**src/rtl/sha3_msg_sender.sv**
```systemverilog
// Input-side driver for the sha3_high_throughput core: streams an LFSR message of msg_len bytes,
// waits for the digest, captures it and pulses a core reset before returning to idle.
module sha3_msg_sender #(
  parameter int          LEN_W   = 16,
  parameter logic [63:0] SEED    = 64'h0123_4567_89AB_CDEF,
  parameter int          TIMEOUT = 4096
) (
  input  logic             clk,
  input  logic             reset,
  input  logic             start,
  input  logic [LEN_W-1:0] msg_len,
  output logic [63:0]      in,
  output logic             in_ready,
  output logic             is_last,
  output logic [2:0]       byte_num,
  input  logic             buffer_full,
  input  logic [511:0]     out,
  input  logic             out_ready,
  output logic             core_reset,
  output logic             busy,
  output logic             done,
  output logic [511:0]     digest,
  output logic             digest_valid,
  output logic             error
);

  localparam logic [63:0] TAPS = 64'hD800_0000_0000_0000;
  localparam int          TW   = $clog2(TIMEOUT + 1);

  typedef enum logic [1:0] {S_IDLE, S_SEND, S_WAIT, S_CLR} state_t;

  state_t           state;
  logic [63:0]      lfsr;
  logic [63:0]      lfsr_nxt;
  logic [LEN_W-4:0] words_left;
  logic [2:0]       rem;
  logic [TW-1:0]    timer;

  function automatic logic [63:0] lfsr_step(input logic [63:0] s);
    return (s >> 1) ^ (s[0] ? TAPS : 64'd0);
  endfunction

  // Keep the upper r bytes of the word; r = 0 leaves nothing.
  function automatic logic [63:0] tail_word(input logic [63:0] s, input logic [2:0] r);
    return s & ~({64{1'b1}} >> {r, 3'b000});
  endfunction

  assign lfsr_nxt = lfsr_step(lfsr);

  always_ff @(posedge clk) begin
    if (reset) begin
      state        <= S_IDLE;
      lfsr         <= SEED;
      words_left   <= '0;
      rem          <= '0;
      timer        <= '0;
      in           <= '0;
      in_ready     <= 1'b0;
      is_last      <= 1'b0;
      byte_num     <= '0;
      core_reset   <= 1'b0;
      busy         <= 1'b0;
      done         <= 1'b0;
      digest       <= '0;
      digest_valid <= 1'b0;
      error        <= 1'b0;
    end else begin
      done <= 1'b0;
      case (state)
        S_IDLE: begin
          if (start) begin
            state        <= S_SEND;
            busy         <= 1'b1;
            digest_valid <= 1'b0;
            error        <= 1'b0;
            rem          <= msg_len[2:0];
            words_left   <= msg_len[LEN_W-1:3];
            in_ready     <= 1'b1;
            if (msg_len[LEN_W-1:3] == '0) begin
              in       <= tail_word(lfsr, msg_len[2:0]);
              is_last  <= 1'b1;
              byte_num <= msg_len[2:0];
            end else begin
              in       <= lfsr;
              is_last  <= 1'b0;
              byte_num <= '0;
            end
          end
        end
        S_SEND: begin
          if (!buffer_full) begin
            lfsr <= lfsr_nxt;
            if (is_last) begin
              in_ready <= 1'b0;
              in       <= '0;
              is_last  <= 1'b0;
              byte_num <= '0;
              timer    <= '0;
              state    <= S_WAIT;
            end else begin
              words_left <= words_left - 1'b1;
              // The word after the last full one is the partial tail.
              if (words_left == (LEN_W-3)'(1)) begin
                in       <= tail_word(lfsr_nxt, rem);
                is_last  <= 1'b1;
                byte_num <= rem;
              end else begin
                in <= lfsr_nxt;
              end
            end
          end
        end
        S_WAIT: begin
          if (out_ready) begin
            digest       <= out;
            digest_valid <= 1'b1;
            done         <= 1'b1;
            state        <= S_CLR;
          end else if (timer == TW'(TIMEOUT - 1)) begin
            error <= 1'b1;
            state <= S_CLR;
          end else begin
            timer <= timer + 1'b1;
          end
        end
        S_CLR: begin
          // First CLR cycle raises core_reset, second drops it and frees the block.
          if (!core_reset) begin
            core_reset <= 1'b1;
          end else begin
            core_reset <= 1'b0;
            busy       <= 1'b0;
            state      <= S_IDLE;
          end
        end
        default: state <= S_IDLE;
      endcase
    end
  end

endmodule

```
**config.mk**
```make
export PLATFORM = sky130hd
export DESIGN_NAME = sha3_msg_sender
export DESIGN_NICKNAME = d
export VERILOG_FILES = /design/src/rtl/sha3_msg_sender.sv
export SDC_FILE = /design/constraint.sdc
export NUM_CORES = 1
export LEC_CHECK = 0
export ABC_AREA = 1
export BUFFER_PORTS_ARGS = -buffer_cell sky130_fd_sc_hd__buf_2
export CORE_AREA = 2 2 438 440
export DETAILED_ROUTE_END_ITERATION = 16
export DIE_AREA = 0 0 440 442
export PLACE_DENSITY_LB_ADDON = 0.08
export REMOVE_ABC_BUFFERS = 1
export SLEW_MARGIN = 10
export SYNTH_ARGS = -nofsm -noshare
export SYNTH_HDL_FRONTEND = slang
export SYNTH_SLANG_ARGS = --single-unit
```
**constraint.sdc**
```tcl
create_clock -name clk -period 3.36 [get_ports clk]
set_clock_uncertainty 0.2 [all_clocks]
set_input_delay 0.168 -clock clk [delete_from_list [all_inputs] [get_ports clk]]
set_output_delay 0.168 -clock clk [all_outputs]
set_load 0.005 [all_outputs]
```
# Word level (Yosys, flattened, before mapping)
# Index checks and enable logic that the tools add are counted.
# totals
reg_bits,681
inputBits,533
out_inout_bits,586
wordCells,110
# op_classes
n_addsub,2
n_eq_ne,16
shifts,2
mux,49
bitwise_logic,7
reduce_logical,19
# op_table
operator,count
64-bit two-way mux,6
64-bit bitwise AND,2
64-bit inverter,2
64-bit case mux with 2 select lines,1
64-bit by 6-bit right shift with 64-bit output (first input constant),2
13-bit two-way mux,7
63-bit by 64-bit bitwise XOR with 64-bit output,1
13-bit case mux with 2 select lines,2
2-bit inequality test (second input constant),9
4-bit AND reduction,4
1-bit two-way mux,15
3-bit two-way mux,5
13-bit by 1-bit adder with 13-bit output (second input constant),1
13-bit by 1-bit == test with 1-bit output (second input constant),1
13-bit by 12-bit == test with 1-bit output (second input constant),1
13-bit logical NOT,1
13-bit by 1-bit subtractor with 13-bit output (second input constant),1
2-bit two-way mux,6
1-bit case mux with 2 select lines,5
5-bit AND reduction,2
3-bit AND reduction,3
2-bit case mux with 4 select lines,1
2-bit nonzero test,4
3-bit inequality test (second input constant),2
7 further kinds,11

# Longest topological paths before layout
# Gate-level depths: netlist of the first run.
# logic_depth
word_depth,7
ltp_mapped,12
ltp_nobuf,10

# Worst setup path before layout of the first run
# No wires, ideal clock.
# synth_path
path_kind,reg2reg
from,reg state[0]
to,reg timer[12]
arrival_ps,1543
t_required_ps,3046
slack_ps,1503
path_stages_with_launch,12
synth_period_minus_slack_ps,1857
cell_sequence,dfxtp_1 -> inv_1 -> ha_1 -> buf_2 -> nand2_1 -> buf_4 -> nand2_1 -> nor2_2 -> nand3_2 -> buf_6 -> a21oi_1 -> nor2_1
# synth_via
elab_chain_cells,3
word_cells_on_any_way,9
cone_classes,eq/ne (6); mux (1); reduce/logical (2)
# synth_rtl
item,line_no,source
"start, declared",32,state_t state;
"start signal, assigned",52,state <= S_IDLE;
"start signal, assigned",72,state <= S_SEND;
"start signal, assigned",99,state <= S_WAIT;
2-bit == test / 2-bit by 1-bit == test with 1-bit output (equally long branches),69,case (state)
2-bit inequality test (no line) / 2-bit nonzero test (equally long branches),n/a,
5-bit AND reduction (no line),n/a,
"end signal, assigned",123,timer <= timer + 1'b1;
"end, declared",37,logic [TW-1:0] timer;
# Several ways; a longest one is shown, not always the timed one.
# A chain may end at the register's enable or synchronous reset.

# Final worst setup path of the first run
# layout_path
from,reg state[1]
to,reg words_left[11]
# layout_via
elab_chain_cells,3
word_cells_on_any_way,8
cone_classes,eq/ne (4); mux (1); reduce/logical (3)
# layout_rtl
item,line_no,source
2-bit by 1-bit == test with 1-bit output / 2-bit logical NOT (equally long branches),69,
2-bit inequality test (no line) / 2-bit nonzero test (equally long branches),n/a,
4-bit AND reduction (no line),n/a,
"end signal, assigned",77,words_left <= msg_len[LEN_W-1:3];
"end signal, assigned",101,words_left <= words_left - 1'b1;
"end, declared",35,logic [LEN_W-4:0] words_left;
# Several ways; a longest one is shown, not always the timed one.

==> impl_metrics.py, run 1 <==
metrics = {
    "die": {
        "die_h_um": 442,
        "core_area_mm2": 0.1896,
        "die_area_mm2": 0.1945,
        "placementRows": 160,
        "initial_utilization_pct": 13.93,
        "ioPinCount": 1119,
        "die_w_um": 440,
    },
    "clocking": {
        "post_cts_buffers": 0,
        "cts_made_buffers": 98,
        "cts-root-buf": "clkbuf_16",
        "clkTransAtPathRegs_ps": 50,
        "clock-sinks": 681,
        "clk_latency_ps": 750,
        "cts_tree": "done",
        "cts_buffer_depth": 3,
        "htreeDepth": 3,
    },
    "worst_setup_path": {
        "worstPathArrival_ps": 3440,
        "crit_chain": "inv_1 -> ha_2 -> buf_6 -> nand2_1 -> nand2_2 -> nor2_4 -> o21ai_2 -> inv_2 -> nand2_1 -> nand2_1 -> a21oi_1 -> dlygate4sd3_1",
        "cp.buffers_inverters": 4,
        "start_kind": "flop",
        "crit_type": "flop to flop",
        "reg2reg_depth": 12,
        "critPathMaxFanout": 43,
        "crit_top_cell": "nand2_1",
        "startpoint": "state[1]",
        "crit_family": "buffers and inverters",
        "reg2reg_slack_ps": 390,
        "crit_slowest_cell": "dlygate4sd3_1",
        "r2r-start": "state[1]",
        "cpPeakStageDelay_ps": 560,
        "cp.required_ps": 3820,
        "rr_endpoint": "words_left[11]",
        "critPathCaptureType": "flop",
    },
    "worst_hold_path": {
        "hold_depth": 4,
        "whs_endpoint": "digest[12]",
        "hold_class": "input port to flop",
        "hold_start": "out[12]",
    },
    "placed_design": {
        "gp_congestion": 0.8757,
        "dpl_cell_area_mm2": 0.03471,
        "preCtsSetupSlack_ps": 726.4,
        "dpl.hpwl_mm": 124.8,
        "port_buffers": 1118,
    },
    "flow_run": {
        "drv_cap": 0,
    },
    "power": {
        "cellLeakagePower_nw": 21.04,
        "ir_worst_vdd_mv": 0.6394,
        "power_density_mw_per_mm2": 727.7,
        "total_power_mw": 33.91,
    },
    "finish": {
        "final_nets": 6011,
        "fill_cells": 21411,
        "register_area_mm2": 0.01363,
        "final_cell_mix": "nor2_1, buf_2, dlygate4sd3_1",
        "fin_util_pct": 24.58,
        "final_common_cell": "nor2_1",
        "design_area_mm2": 0.04660,
        "drive_gt1_share_pct": 24.46,
        "multi_input_area_mm2": 0.01110,
        "area_delta_synth_final_pct": 76.43,
    },
    "sta": {
        "period_share_pct": 88.52,
        "hold_viol": 0,
        "fin_hold_ws_ps": 67.55,
        "max_slew_margin_pct": 32.74,
        "setup_violations": 0,
        "worst_pin_slew_ps": 998.3,
        "max_freq_mhz": 336.2,
        "rsz0062_at_grt": "no",
        "min_period_ps": 2974,
        "worst_slack_ps": 385.6,
        "maxSlewViolCount": 0,
    },
    "grt": {
        "gr-total-overflow": 0,
        "grt_pass1_vias": 30714,
        "grt_pass1_wl_mm": 232.6,
        "antenna_found_initial": 50,
        "grt_max_degree": 134,
        "grtUsageTotal_pct": 16.49,
    },
    "logic_synthesis": {
        "synthCells": 3592,
        "synth_warnings": 0,
        "ys_ff_latch": 681,
        "ys_types": 38,
        "avgSynthCellArea_um2": 7.354,
        "netlist_area_mm2": 0.02641,
        "yosysSeqAreaShare_pct": 51.61,
    },
    "detailed_routing": {
        "first_iter_violations": 1230,
        "route.detailed.drc": 0,
        "viasPerCell": 3.822,
        "firstDrtPassIters": 5,
        "vias": 30844,
        "routed_wl_mm": 166.5,
        "wl_per_cell_um": 20.63,
        "drtAntennaViolNets": 0,
    },
    "outcome": {
        "status": "finished, final reports clean",
    },
}
registers in the layout (all words and copies together) (netlist names):
name	count
digest	512
in	64
lfsr	64
timer	13
words_left	13
byte_num	3
rem	3
state	2
busy	1
core_reset	1
digest_valid	1
done	1
error	1
in_ready	1
is_last	1
layer usage:
metal  share of wire, %  GRT usage [%]  vias up
met5                  0              0        -
met4                2.8          4.751        0
met3                5.8          3.811      221
met2                 50          29.82      773
met1                 41          19.13    14566
li1                   -              -    15284
kinds of logic (layout without fill, tap and decap cells):
group,after synthesis,count (layout),share of synthesized area (%)
buffers and inverters,412,2363,6.452
AOI/OAI and AO/OA,731,731,14.89
adders and majority gates,7,7,0.3316
other,0,17,0
and+or+nand+nor,1757,1757,26.58
xor gates and xnor gates,4,4,0.1327
DFF,681,681,51.61
tightest hold or removal path: cells and delay by family:
family                 cells  cell delay (ps)
AOI/OAI and AO/OA          1               70
buffers and inverters      2              650
and+or+nand+nor            1               80
stage by stage:
| stage | setup TNS [ps] | instances |
|---|---|---|
| detailed placement | 0 | 7024 |
| global route | 0 | 8064 |
| CTS | 0 | 8054 |
| global placement | 0 | 7024 |
| finish | 0 | 8071 |
| floorplan | -7147730 | 3342 |
report_power, final:
group,switching (mW),leakage (nW),internal (mW)
registers,1.08,5.56,9.98
logic,7.55,13.9,4.62
clock network,4.33,1.59,6.35
total,13.0,21.0,21.0
worst max path at each step:
stage	to	depth (start not counted)
after floorplan	digest[0]	6
after global placement	timer[0]	9
after detailed placement	timer[1]	9
after CTS	words_left[5]	11
after global routing	words_left[3]	11
final	words_left[11]	12
layout make-up:
cell class | instances | area share, %
timing repair buffer | 2029 | 31.78
sequential | 681 | 29.25
multi-input combinational | 2499 | 23.81
tap | 2511 | 6.742
clock buffer | 150 | 6.264
inverter | 162 | 1.337
clock inverter | 22 | 0.7195
antenna | 17 | 0.09128
Yosys cell counts:
cell	number	share of area, %
nor2_1	1199	17
dfxtp_1	681	52
o21ai_0	564	11
nand2_1	370	5.3
inv_1	154	2.2
nand3_1	148	2.8
clkbuf_1	143	2.0
buf_2	90	1.7
a21oi_1	60	1.1
o21a_1	56	1.6
o211ai_1	27	0.77
nand4_1	14	0.33
o21ai_1	9	0.17
a31oi_1	8	0.19
buf_1	8	0.11
inv_2	8	0.11
ha_1	7	0.33
buf_4	6	0.17
nor2_2	5	0.12
buf_6	3	0.13
nand2_4	3	0.13
nand4_4	3	0.24
nor2_4	3	0.13
o211ai_4	3	0.24
xnor2_1	3	0.099
nand3_2	2	0.076
nand3b_1	2	0.057
nor2_8	2	0.15
o22ai_1	2	0.047
a211oi_1	1	0.028
nand2_2	1	0.024
nand2_8	1	0.076
nand3_4	1	0.066
nor3_1	1	0.019
nor3_2	1	0.038
o21ai_2	1	0.033
or2_2	1	0.024
xor2_1	1	0.033
what timing repair did:
item | 4_1_cts | 5_1_grt
endpoints found under the hold margin | 637 | 0
hold buffers | 858 | 0
endpoints found under the setup margin | 0 | 2
gates resized for setup | 0 | 1
(Power assumes the default switching activity.)
==> run 2: changes to the inputs <==
--- a/config.mk
+++ b/config.mk
@@ -6,7 +6,7 @@
 export NUM_CORES = 1
 export LEC_CHECK = 0
 export ABC_AREA = 1
-export BUFFER_PORTS_ARGS = -buffer_cell sky130_fd_sc_hd__buf_2
+export BUFFER_PORTS_ARGS = -buffer_cell sky130_fd_sc_hd__buf_4
 export CORE_AREA = 2 2 438 440
 export DETAILED_ROUTE_END_ITERATION = 16
 export DIE_AREA = 0 0 440 442
==> impl_metrics.py, run 2 (synthesis results as in run 1) <==
metrics = {
    "placed_design": {
        "port_buffers": 1118,
        "gp_congestion": 0.8502,
        "dpl.hpwl_mm": 128.4,
        "preCtsSetupSlack_ps": 817.7,
    },
    "detailed_routing": {
        "first_iter_violations": 1455,
        "vias": 30822,
        "drtAntennaViolNets": 0,
        "wl_per_cell_um": 21.36,
        "viasPerCell": 3.845,
        "routed_wl_mm": 171.2,
        "firstDrtPassIters": 5,
        "route.detailed.drc": 0,
    },
    "clocking": {
        "cts_made_buffers": 97,
        "cts_resized": 0,
        "cts_buffer_depth": 3,
        "clkTransAtPathRegs_ps": 50,
        "cts-root-buf": "clkbuf_16",
        "clk_latency_ps": 720,
        "clock-sinks": 681,
        "cts_tree": "done",
        "htreeDepth": 3,
    },
    "power": {
        "total_power_mw": 34.90,
        "power_density_mw_per_mm2": 715.5,
        "cellLeakagePower_nw": 21.28,
        "ir_worst_vdd_mv": 0.6144,
    },
    "worst_hold_path": {
        "hold_depth": 4,
        "hold_class": "input port to flop",
        "hold_start": "out[9]",
        "whs_endpoint": "digest[9]",
    },
    "sta": {
        "rsz0062_at_grt": "no",
        "worst_slack_ps": 379.1,
        "hold_viol": 0,
        "max_freq_mhz": 335.5,
        "worst_pin_slew_ps": 1166,
        "max_slew_margin_pct": 22.27,
        "min_period_ps": 2981,
        "period_share_pct": 88.72,
        "maxSlewViolCount": 0,
        "setup_violations": 0,
    },
    "outcome": {
        "status": "finished, final reports clean",
    },
    "worst_setup_path": {
        "cp.buffers_inverters": 3,
        "crit_family": "buffers and inverters",
        "reg2reg_depth": 8,
        "worstPathArrival_ps": 3380,
        "cpPeakStageDelay_ps": 560,
        "crit_top_cell": "dlygate4sd3_1",
        "cp.required_ps": 3750,
        "reg2reg_slack_ps": 380,
        "r2r-start": "state[0]",
        "crit_slowest_cell": "dlygate4sd3_1",
        "start_kind": "flop",
        "crit_type": "flop to flop",
        "crit_chain": "inv_1 -> ha_1 -> nand2_1 -> o21ai_0 -> a21oi_1 -> dlygate4sd3_1 -> nor2_1 -> dlygate4sd3_1",
        "critPathMaxFanout": 8,
        "critPathCaptureType": "flop",
        "rr_endpoint": "digest_valid",
    },
    "flow_run": {
        "drv_cap": 0,
    },
    "grt": {
        "grt_pass1_wl_mm": 239.2,
        "antenna_found_initial": 54,
        "grt_pass1_vias": 30669,
        "grt_max_degree": 183,
        "grtUsageTotal_pct": 17.02,
        "gr-total-overflow": 0,
    },
    "finish": {
        "final_cell_mix": "nor2_1, buf_4, dlygate4sd3_1",
        "drive_gt1_share_pct": 24.60,
        "area_delta_synth_final_pct": 84.67,
        "top_register": "digest",
        "reg_top3": "digest (512), in (64), lfsr (64)",
        "final_nets": 5949,
        "final_common_cell": "nor2_1",
        "largest_reg_flops": 512,
        "fin_util_pct": 25.73,
    },
    "die": {
        "placementRows": 160,
        "core_area_mm2": 0.1896,
        "ioPinCount": 1119,
        "die_area_mm2": 0.1945,
        "die_w_um": 440,
        "initial_utilization_pct": 13.93,
        "die_h_um": 442,
    },
}
-- run 2: final cells by class --
type	count	area, um2
timing repair buffer	1968	17030
clock buffer	159	2964
fill	21098	140800
multi-input combinational	2499	11100
sequential	681	13630
antenna	21	52.55
tap	2511	3142
clock inverter	15	236.5
inverter	162	623.1
-- run 2: timing repair --
action                                  in CTS  in global routing
hold buffers                               797                  0
endpoints found under the setup margin       0                  0
hold endpoints to repair                   635                  0
buffers inserted                             0                  0
-- run 2: power breakdown --
group,leakage [nW],switching [mW],internal (mW)
logic,14.2,7.62,5.54
registers,5.56,1.19,9.99
clock network,1.54,4.27,6.29
-- run 2: worst reg2reg max path: cells and delay by family, from the launching register on --
| family | cells | cell delay [ps] |
|---|---|---|
| DFF | 1 | 380 |
| AOI/OAI and AO/OA | 2 | 410 |
| adders and majority gates | 1 | 310 |
| buffers and inverters | 3 | 1190 |
| and+or+nand+nor | 2 | 390 |
-- run 2: worst max path at each step --
stage | startpoint | end | slack, ps | cells past startpoint
after floorplan | state[0] | digest[0] | -13440 | 6
after global placement | state[0] | digest[251] | 830 | 6
after detailed placement | state[0] | digest[251] | 820 | 6
after CTS | state[0] | digest_valid | 310 | 8
after global routing | state[1] | words_left[5] | 160 | 9
final | state[0] | digest_valid | 380 | 8
-- run 2: through the flow --
stage | instances | setup TNS [ps] | instance area, um2 | hold slack [ps]
floorplan | 3342 | -7147730 | 25320 | 37.07
global placement | 7024 | 0 | 37550 | 217.0
detailed placement | 7024 | 0 | 37550 | 225.5
CTS | 7995 | 0 | 48730 | 0.4174
global route | 8008 | 0 | 48760 | 30.55
finish | 8016 | 0 | 48780 | 82.67
-- run 2: layer usage --
layer	vias up	track usage, %	wire length [um]
met4	2	4.191	4487
met1	14646	19.93	70700
met5	-	0	13
met2	769	30.59	86250
li1	15171	-	-
met3	234	4.317	9793
==> run 3: changes to the inputs <==
--- a/config.mk
+++ b/config.mk
@@ -8,6 +8,7 @@
 export ABC_AREA = 1
 export BUFFER_PORTS_ARGS = -buffer_cell sky130_fd_sc_hd__buf_4
 export CORE_AREA = 2 2 438 440
+export CTS_BUF_LIST = sky130_fd_sc_hd__clkbuf_4 sky130_fd_sc_hd__clkbuf_8 sky130_fd_sc_hd__clkbuf_16
 export DETAILED_ROUTE_END_ITERATION = 16
 export DIE_AREA = 0 0 440 442
 export PLACE_DENSITY_LB_ADDON = 0.08
==> impl_metrics.py, run 3 (synthesis results as in run 1) <==
metrics = {
    "sta": {
        "hold_viol": 0,
        "maxSlewViolCount": 0,
        "max_freq_mhz": 333.9,
        "setup_violations": 0,
        "worst_pin_slew_ps": 1101,
        "rsz0062_at_grt": "no",
        "fin_hold_ws_ps": 82.65,
        "period_share_pct": 89.13,
        "max_slew_margin_pct": 26.63,
        "min_period_ps": 2995,
        "worst_slack_ps": 365.3,
    },
    "power": {
        "switching_share_pct": 37.18,
        "clockPowerShare_pct": 30.8,
        "total_power_mw": 35.18,
        "p_int_mw": 22.10,
        "seq_power_share_pct": 31.8,
        "comb_power_share_pct": 37.4,
        "cellLeakagePower_nw": 21.39,
        "p_sw_mw": 13.08,
        "power_density_mw_per_mm2": 719.4,
        "ir_worst_vdd_mv": 0.6143,
    },
    "die": {
        "die_h_um": 442,
        "die_w_um": 440,
        "die_area_mm2": 0.1945,
        "placementRows": 160,
        "initial_utilization_pct": 13.93,
        "ioPinCount": 1119,
        "core_area_mm2": 0.1896,
    },
    "grt": {
        "gr-total-overflow": 0,
        "use_met2_pct": 30.48,
        "met1_usage_pct": 19.84,
        "grt.busiest_layer": "met2",
        "grt_pass1_wl_mm": 239.1,
        "grt_pass1_vias": 30650,
        "grtUsageTotal_pct": 17.02,
        "use_met3_pct": 4.470,
        "antenna_found_initial": 54,
        "grt_max_degree": 183,
    },
    "clocking": {
        "cts_made_buffers": 97,
        "clkTransAtPathRegs_ps": 50,
        "cts_tree": "done",
        "cts_buffer_depth": 3,
        "clk_latency_ps": 720,
        "post_cts_buffers": 0,
        "clock-sinks": 681,
        "htreeDepth": 3,
        "cts-root-buf": "clkbuf_16",
    },
    "detailed_routing": {
        "drtAntennaViolNets": 0,
        "routed_wl_mm": 171.1,
        "wl_per_cell_um": 21.35,
        "vias": 30772,
        "first_iter_violations": 1388,
        "firstDrtPassIters": 4,
        "route.detailed.drc": 0,
        "viasPerCell": 3.840,
    },
    "worst_setup_path": {
        "cpPeakStageDelay_ps": 560,
        "crit_type": "flop to flop",
        "critPathMaxFanout": 8,
        "cp.buffers_inverters": 3,
        "r2r-start": "state[0]",
        "rr_endpoint": "digest_valid",
        "crit_family": "buffers and inverters",
        "start_kind": "flop",
        "reg2reg_slack_ps": 370,
        "cp.required_ps": 3750,
        "critPathCaptureType": "flop",
        "reg2reg_depth": 8,
        "cp_num_cells": 8,
        "crit_slowest_cell": "dlygate4sd3_1",
        "crit_chain": "inv_1 -> ha_1 -> nand2_1 -> o21ai_0 -> a21oi_1 -> dlygate4sd3_1 -> nor2_1 -> dlygate4sd3_1",
        "worstPathArrival_ps": 3390,
        "crit_top_cell": "dlygate4sd3_1",
    },
    "finish": {
        "fin_util_pct": 25.79,
        "reg_top3": "digest (512), in (64), lfsr (64)",
        "final_nets": 5948,
        "top_register": "digest",
        "area_delta_synth_final_pct": 85.11,
        "multi_input_area_mm2": 0.01110,
        "drive_gt1_share_pct": 25.24,
        "fill_cells": 21082,
        "final_common_cell": "nor2_1",
        "largest_reg_flops": 512,
        "register_area_mm2": 0.01363,
        "final_cell_mix": "nor2_1, buf_4, dlygate4sd3_1",
    },
    "worst_hold_path": {
        "whs_endpoint": "digest[9]",
        "hold_class": "input port to flop",
        "hold_start": "out[9]",
        "hold_depth": 4,
    },
    "placed_design": {
        "gp_congestion": 0.8502,
        "dpl.hpwl_mm": 128.4,
        "preCtsSetupSlack_ps": 817.7,
        "port_buffers": 1118,
    },
    "outcome": {
        "status": "finished, final reports clean",
    },
    "flow_run": {
        "drv_cap": 0,
    },
}
==> run 3: tightest hold or removal path: cells and delay by family <==
kind / cells / cell delay [ps]
AND/OR/NAND/NOR: 1 / 80
buffers and inverters: 2 / 640
AO/OA/AOI/OAI: 1 / 70
==> run 3: layer usage <==
metal | vias to the layer above | share of wire, %
met5 | - | 0.0088
met4 | 2 | 2.7
met3 | 241 | 5.9
met2 | 767 | 50
met1 | 14604 | 41
li1 | 15158 | -
==> run 3: layout make-up <==
cell class / instances / share of cell area (%)
clock buffers: 159 / 6.331
repair buffers: 1967 / 34.81
multi-input cells: 2499 / 22.70
inverters: 162 / 1.274
diodes: 19 / 0.09724
clock inverters: 15 / 0.4836
well taps: 2511 / 6.425
flip-flops and latches: 681 / 27.88
==> run 3: how the worst max path moves through the flow <==
stage | startpoint | to | slack [ps]
after floorplan | state[0] | digest[0] | -13440
after global placement | state[0] | digest[251] | 830
after detailed placement | state[0] | digest[251] | 820
after CTS | state[0] | digest_valid | 310
after global routing | state[1] | words_left[5] | 160
final | state[0] | digest_valid | 370
==> run 3: timing repair <==
item | 4_1_cts | 5_1_grt
resized for setup | 0 | 0
hold buffers | 796 | 0
endpoints found under the hold margin | 635 | 0
==> run 3: power groups by stage <==
stage | registers (mW) | logic (mW) | clock network [mW]
6_report | 11.2 | 13.2 | 10.8
5_1_grt | 11.4 | 14.7 | 11.6
4_1_cts | 11.2 | 13.6 | 11.3
3_5_place_dp | 11.4 | 12.6 | 0
3_3_place_gp | 11.3 | 12.6 | 0
2_1_floorplan | 11.2 | 6.11 | 0
==> run 3: per-stage QoR <==
step	setup TNS [ps]	cell area, um2	cells
finish	0	48900	8013
global route	0	48880	8007
CTS	0	48850	7994
detailed placement	0	37550	7024
global placement	0	37550	7024
floorplan	-7147730	25320	3342
